--- src/rtl/app_display_arbiter_pkg.sv ---
// Shared state encodings, idle drive levels and sizing helpers for the display arbiter.
package app_display_arbiter_pkg;

  typedef enum logic [1:0] {
    S_MENU  = 2'd0,
    S_ENTER = 2'd1,
    S_RUN   = 2'd2,
    S_EXIT  = 2'd3
  } state_t;

  localparam logic [3:0] AN_OFF  = 4'hF;
  localparam logic [7:0] SEG_OFF = 8'hFF;

  // Frame counter width; never zero so the register stays legal when blanking is disabled.
  function automatic int cnt_width(input int frames);
    return (frames < 1) ? 1 : $clog2(frames + 1);
  endfunction

endpackage

--- src/rtl/app_display_arbiter_frame_blank_timer.sv ---
// Frame blank timer: counts frame_begin pulses during a blanking interval and flags the last one.
module app_display_arbiter_frame_blank_timer
  import app_display_arbiter_pkg::*;
#(
  parameter int BLANK_FRAMES = 8
) (
  input  logic clk,
  input  logic reset,
  input  logic clear,
  input  logic frame_begin,
  output logic done
);

  localparam int CNT_W = cnt_width(BLANK_FRAMES);

  generate
    if (BLANK_FRAMES == 0) begin : g_none
      // No blanking: the interval ends on its first cycle.
      assign done = 1'b1;
    end else begin : g_cnt
      localparam logic [CNT_W-1:0] LAST = CNT_W'(BLANK_FRAMES - 1);
      localparam logic [CNT_W-1:0] MAX  = CNT_W'(BLANK_FRAMES);

      logic [CNT_W-1:0] count;

      always_ff @(posedge clk) begin
        if (reset || clear) begin
          count <= '0;
        end else if (frame_begin && (count != MAX)) begin
          count <= count + CNT_W'(1);
        end
      end

      // Fires combinationally on the final pulse so the FSM moves on that same edge.
      assign done = frame_begin && (count == LAST);
    end
  endgenerate

endmodule

--- src/rtl/app_display_arbiter.sv ---
// Display arbiter: menu/app selection FSM with frame-synchronised blanking and a registered output mux.
module app_display_arbiter
  import app_display_arbiter_pkg::*;
#(
  parameter int          N_APPS       = 4,
  parameter int          IDX_W        = 4,
  parameter int          BLANK_FRAMES = 8,
  parameter logic [15:0] BLANK_COLOUR = 16'h0000
) (
  input  logic                  clk,
  input  logic                  reset,
  input  logic                  frame_begin,
  input  logic                  btn_up,
  input  logic                  btn_down,
  input  logic                  btn_select,
  input  logic                  force_exit,
  input  logic [N_APPS-1:0]     app_ended,
  input  logic [15:0]           menu_oled,
  input  logic [16*N_APPS-1:0]  app_oled,
  input  logic [4*N_APPS-1:0]   app_an,
  input  logic [8*N_APPS-1:0]   app_seg,
  output logic [15:0]           oled_data,
  output logic [3:0]            an,
  output logic [7:0]            seg,
  output logic [IDX_W-1:0]      cursor,
  output logic [IDX_W-1:0]      active_app,
  output logic [N_APPS-1:0]     app_enable,
  output logic                  in_menu
);

  localparam int               SLOTS    = 2 ** IDX_W;
  localparam logic [IDX_W-1:0] LAST_IDX = IDX_W'(N_APPS - 1);

  state_t state;
  logic   blank_clear;
  logic   blank_done;
  logic   run_end;

  // Per-app slices padded to the full index range so any active_app value selects cleanly.
  logic [15:0]      oled_slot [SLOTS];
  logic [3:0]       an_slot   [SLOTS];
  logic [7:0]       seg_slot  [SLOTS];
  logic [SLOTS-1:0] ended_slot;

  generate
    for (genvar k = 0; k < SLOTS; k++) begin : g_slot
      if (k < N_APPS) begin : g_app
        assign oled_slot[k]  = app_oled[16*k +: 16];
        assign an_slot[k]    = app_an[4*k +: 4];
        assign seg_slot[k]   = app_seg[8*k +: 8];
        assign ended_slot[k] = app_ended[k];
      end else begin : g_pad
        assign oled_slot[k]  = BLANK_COLOUR;
        assign an_slot[k]    = AN_OFF;
        assign seg_slot[k]   = SEG_OFF;
        assign ended_slot[k] = 1'b0;
      end
    end
  endgenerate

  // Blank states are only ever entered from S_MENU or S_RUN, so clearing there resets every interval.
  assign blank_clear = (state == S_MENU) || (state == S_RUN);
  assign run_end     = ended_slot[active_app] || force_exit;

  app_display_arbiter_frame_blank_timer #(
    .BLANK_FRAMES (BLANK_FRAMES)
  ) u_blank_timer (
    .clk         (clk),
    .reset       (reset),
    .clear       (blank_clear),
    .frame_begin (frame_begin),
    .done        (blank_done)
  );

  always_ff @(posedge clk) begin
    if (reset) begin
      state      <= S_MENU;
      cursor     <= '0;
      active_app <= '0;
      app_enable <= '0;
      in_menu    <= 1'b1;
    end else begin
      case (state)
        S_MENU: begin
          if (btn_select) begin
            active_app <= cursor;
            in_menu    <= 1'b0;
            state      <= S_ENTER;
          end else if (btn_up && !btn_down) begin
            cursor <= (cursor == '0) ? LAST_IDX : cursor - IDX_W'(1);
          end else if (btn_down && !btn_up) begin
            cursor <= (cursor == LAST_IDX) ? '0 : cursor + IDX_W'(1);
          end
        end
        S_ENTER: begin
          if (blank_done) begin
            app_enable <= N_APPS'(1) << active_app;
            state      <= S_RUN;
          end
        end
        S_RUN: begin
          if (run_end) begin
            app_enable <= '0;
            state      <= S_EXIT;
          end
        end
        S_EXIT: begin
          if (blank_done) begin
            cursor  <= active_app;
            in_menu <= 1'b1;
            state   <= S_MENU;
          end
        end
        default: state <= S_MENU;
      endcase
    end
  end

  // Output mux follows the registered state, giving one cycle of latency from any source.
  always_ff @(posedge clk) begin
    if (reset) begin
      oled_data <= BLANK_COLOUR;
      an        <= AN_OFF;
      seg       <= SEG_OFF;
    end else begin
      case (state)
        S_MENU: begin
          oled_data <= menu_oled;
          an        <= AN_OFF;
          seg       <= SEG_OFF;
        end
        S_RUN: begin
          oled_data <= oled_slot[active_app];
          an        <= an_slot[active_app];
          seg       <= seg_slot[active_app];
        end
        default: begin
          oled_data <= BLANK_COLOUR;
          an        <= AN_OFF;
          seg       <= SEG_OFF;
        end
      endcase
    end
  end

endmodule

--- config.mk ---
export PLATFORM = sky130hd
export DESIGN_NAME = app_display_arbiter
export DESIGN_NICKNAME = d
export VERILOG_FILES = /design/src/rtl/app_display_arbiter_pkg.sv /design/src/rtl/app_display_arbiter_frame_blank_timer.sv /design/src/rtl/app_display_arbiter.sv
export SDC_FILE = /design/constraint.sdc
export NUM_CORES = 1
export LEC_CHECK = 0
export BUFFER_PORTS_ARGS = -buffer_cell sky130_fd_sc_hd__buf_2
export CORE_UTILIZATION = 30
export DETAILED_ROUTE_END_ITERATION = 6
export PLACE_DENSITY = 0.61
export SYNTH_ARGS = -nofsm -noshare
export SYNTH_HDL_FRONTEND = slang
export SYNTH_HIERARCHICAL = 1
export SYNTH_SLANG_ARGS = --single-unit
--- constraint.sdc ---
create_clock -name clk -period 3.1 [get_ports clk]
set_input_delay 0.155 -clock clk [delete_from_list [all_inputs] [get_ports clk]]
set_output_delay 0.155 -clock clk [all_outputs]
set_load 0.05 [all_outputs]
==> summary.md <==
| Metric | Value |
|---|---|
| Status | finished clean |
| Gate Count Post-Synth | 233 |
| Synthesized area | 2640 um^2 |
| CP Launch Type | flop |
| Syn. warnings | 6 |
| Global-route usage over all layers | 16.0% |
| Worst-path clk slew | 80 ps |
| Arr. time, crit path | 2330 ps |
| Bufs on Longest Clock Path | 2 |
| Async set-reset flop share out of synthesis | 0% |
| Peak VDD IR | 287 uV |
| Drt first pass iters | 4 |
| Pwr dens | 694 nW/um^2 |
| # clock sinks | 47 |
| M3 GR Usage | 3.00% |
| Final period util | 67.0% |
| Critical Path RT | 3350 ps |
| CTS root buf | clkbuf_8 |
| Row count | 33 |
| Antenna Nets Post-Route | 0 |
| Clk_skew | 6.13 ps |
| Share of cells above drive strength 1 | 56.7% |
| M1 GR Usage | 20.2% |
| IO Count | 180 |
| Most used DFF post-synth | dfxtp_1 |
| Num CTS Buffers | 5 |
| CP endpoint kind | flop |
| Largest net degree at the start of global routing | 22 |
| Die Y-Extent | 95.7 um |
| Die width | 95.7 um |
| Grt met2 use | 27.6% |
| Number of post-CTS setup repair buffers | 0 |
| Busiest grt layer | met2 |
| Port bufs | 179 |
| Post-synth EDFFs | 0 |
| First-pass GRT wire length | 11300 um |
| Worst-skew pair later-pin latency | 300 ps |
| Initial antenna violation count | 0 |
| Post-DP Area | 3620 um^2 |
| # nets final | 556 |
| Fill count | 822 |
| Multi-input logic area | 1580 um^2 |
| Grt total ovfl | 0 |
| WS Path Type | flop to flop |
| RSZ-0062 raised after global routing | false |
| Final setup viols | 0 |
| Fmax | 0.482 GHz |
| Yosys reg bits | 47 |
| # diodes | 0 |
| Max cap viols | 0 |
| Worst Tran Pin Value | 875 ps |
| Leak | 1.69 nW |
| Final instance area | 3700 um^2 |
| Final HPWL DP | 6140 um |
| Placer congestion estimate | 0.744 |
| Core area | 8340 um^2 |
| Starting Density | 31.6% |
| Final Hold Viols | 0 |
| Worst hold path type | input port to flop |
| Max Slew Vio Count | 0 |
| Avg Inst Size Synth | 11.3 um^2 |
| Register area | 943 um^2 |
| Peak fanout along the critical path | 5 |
| Final min period | 2080 ps |
| Avg WL per Cell | 15.1 um |
| Setup TNS | 0 ps |
| Via count | 2572 |
| DRC Markers | 0 |
| Final wirelength | 7780 um |
| Hold Buf Count CTS | 0 |
| Detail-routed via count per cell | 5.00 |
| Yosys cell types | 46 |
| Register area share after synthesis | 35.7% |
| Die Area | 9160 um^2 |
| Rel. slew slack | 41.7% |
| H-Tree Depth | 2 |
| Vias in the first global route | 2392 |
| Mapped Nets | 381 |
| 1st-iter DRT viols | 66 |
| # resized after CTS | 0 |
| CTS tree | done |
| Layout area overhead | 40.4% |
Yosys cell counts (2+ instances only):
master | n | area share [%]
buf_2 | 7 | 1.3
nand4_1 | 2 | 0.47
dfxtp_1 | 47 | 36
o21bai_1 | 2 | 0.57
nand2b_1 | 13 | 3.1
clkbuf_1 | 5 | 0.71
ha_1 | 9 | 4.3
nand3_1 | 4 | 0.76
xor2_1 | 2 | 0.66
nand2_1 | 15 | 2.1
mux4_2 | 29 | 25
a21oi_2 | 2 | 0.66
nor2_1 | 12 | 1.7
nor3b_1 | 2 | 0.57
mux2i_1 | 5 | 1.9
nor3_1 | 5 | 0.95
a22o_1 | 18 | 6.0
nor2b_1 | 3 | 0.71
inv_1 | 9 | 1.3
o21ai_2 | 2 | 0.66
a21oi_1 | 13 | 2.5
o21ai_0 | 2 | 0.38
buf_4 | 2 | 0.57
state kept, by name, summed over array words and instances (netlist names):
register                   cells
app_enable                     4
active_app                     4
state                          2
cursor                         4
seg                            8
u_blank_timer/g_cnt.count      4
in_menu                        1
an                             4
oled_data                     16
power by group:
group	switching, mW	internal, mW	total [mW]
clock	0.199	0.159	0.357
sequential	0.0977	0.733	0.830
combinational	0.858	0.521	1.38
through the flow:
step	util [%]	power, mW	hold WS (ps)	instances	setup WS, ps
2_1_floorplan	-	1.89	226	233	1120
3_3_place_gp	43.4	2.21	372	506	1090
3_5_place_dp	43.4	2.23	375	506	1030
4_1_cts	44.4	2.60	61.2	514	1010
5_1_grt	44.4	2.74	55.6	514	843
6_report	44.4	2.57	66.9	514	1020
worst max-delay path: stages, from the launching register on:
cell     delay, ps
dfxtp_1        390
ha_1           160
nand2_1         90
nor3b_1        480
o21ai_1        150
or3b_2         510
nor3_1         150
a21o_1         100
layout by cell type, fill, tap and decap left out, types with 2 or more instances in the layout:
| cell type | n |
|---|---|
| buf_2 | 179 |
| dfxtp_1 | 45 |
| mux4_2 | 29 |
| a22o_1 | 18 |
| nand2_1 | 15 |
| a21oi_1 | 13 |
| nand2b_1 | 13 |
| nor2_1 | 12 |
| inv_1 | 9 |
| ha_1 | 9 |
| nor3_1 | 5 |
| mux2i_1 | 5 |
| clkbuf_8 | 5 |
| buf_4 | 5 |
| nand3_1 | 4 |
| nor2b_1 | 3 |
| a21oi_2 | 2 |
| o21bai_1 | 2 |
| o21ai_0 | 2 |
| o21ai_2 | 2 |
| nor3b_1 | 2 |
| xor2_1 | 2 |
| nand4_1 | 2 |
| dfxtp_2 | 2 |
| clkbuf_1 | 2 |
worst paths after layout:
| check | depth (start not counted) | to | slack [ps] | start |
|---|---|---|---|---|
| max | 7 | app_enable[0]$_SDFFE_PP0P_ | 1020 | u_blank_timer/g_cnt.count[1]$_SDFFE_PP0P_ |
| min | 2 | oled_data[15]$_SDFF_PP0_ | 70 | menu_oled[15] |
| max reg2reg | 7 | app_enable[0]$_SDFFE_PP0P_ | 1020 | u_blank_timer/g_cnt.count[1]$_SDFFE_PP0P_ |
| min reg2reg | 1 | app_enable[0]$_SDFFE_PP0P_ | 450 | app_enable[0]$_SDFFE_PP0P_ |
layer usage:
metal	wire length, um	part of all wire [%]	up-vias
met5	0	0	-
met4	121	1.6	0
met3	569	7.3	8
met2	3880	50	106
met1	3210	41	1238
li1	-	-	1220
cells by family (layout without fill, tap and decap cells):
kind of cell | after synthesis | in the layout | synth area share, %
buffers and inverters | 25 | 201 | 4.46
XOR/XNOR | 3 | 3 | 0.997
AO/OA/AOI/OAI | 46 | 46 | 12.9
flip-flops | 47 | 47 | 35.7
AND/OR/NAND/NOR | 68 | 68 | 14.5
multiplexers | 35 | 35 | 27.1
adder cells (fa/ha/maj) | 9 | 9 | 4.27
area by class of cell:
| cell class | count | area share (%) |
|---|---|---|
| clock buffer | 7 | 2.06 |
| multi-input combinational | 161 | 42.6 |
| clock inverter | 1 | 0.135 |
| inverter | 9 | 0.913 |
| sequential | 47 | 25.5 |
| timing repair buffer | 184 | 25.2 |
| tap | 105 | 3.55 |
No activity file was read; power rests on OpenSTA's default activity.
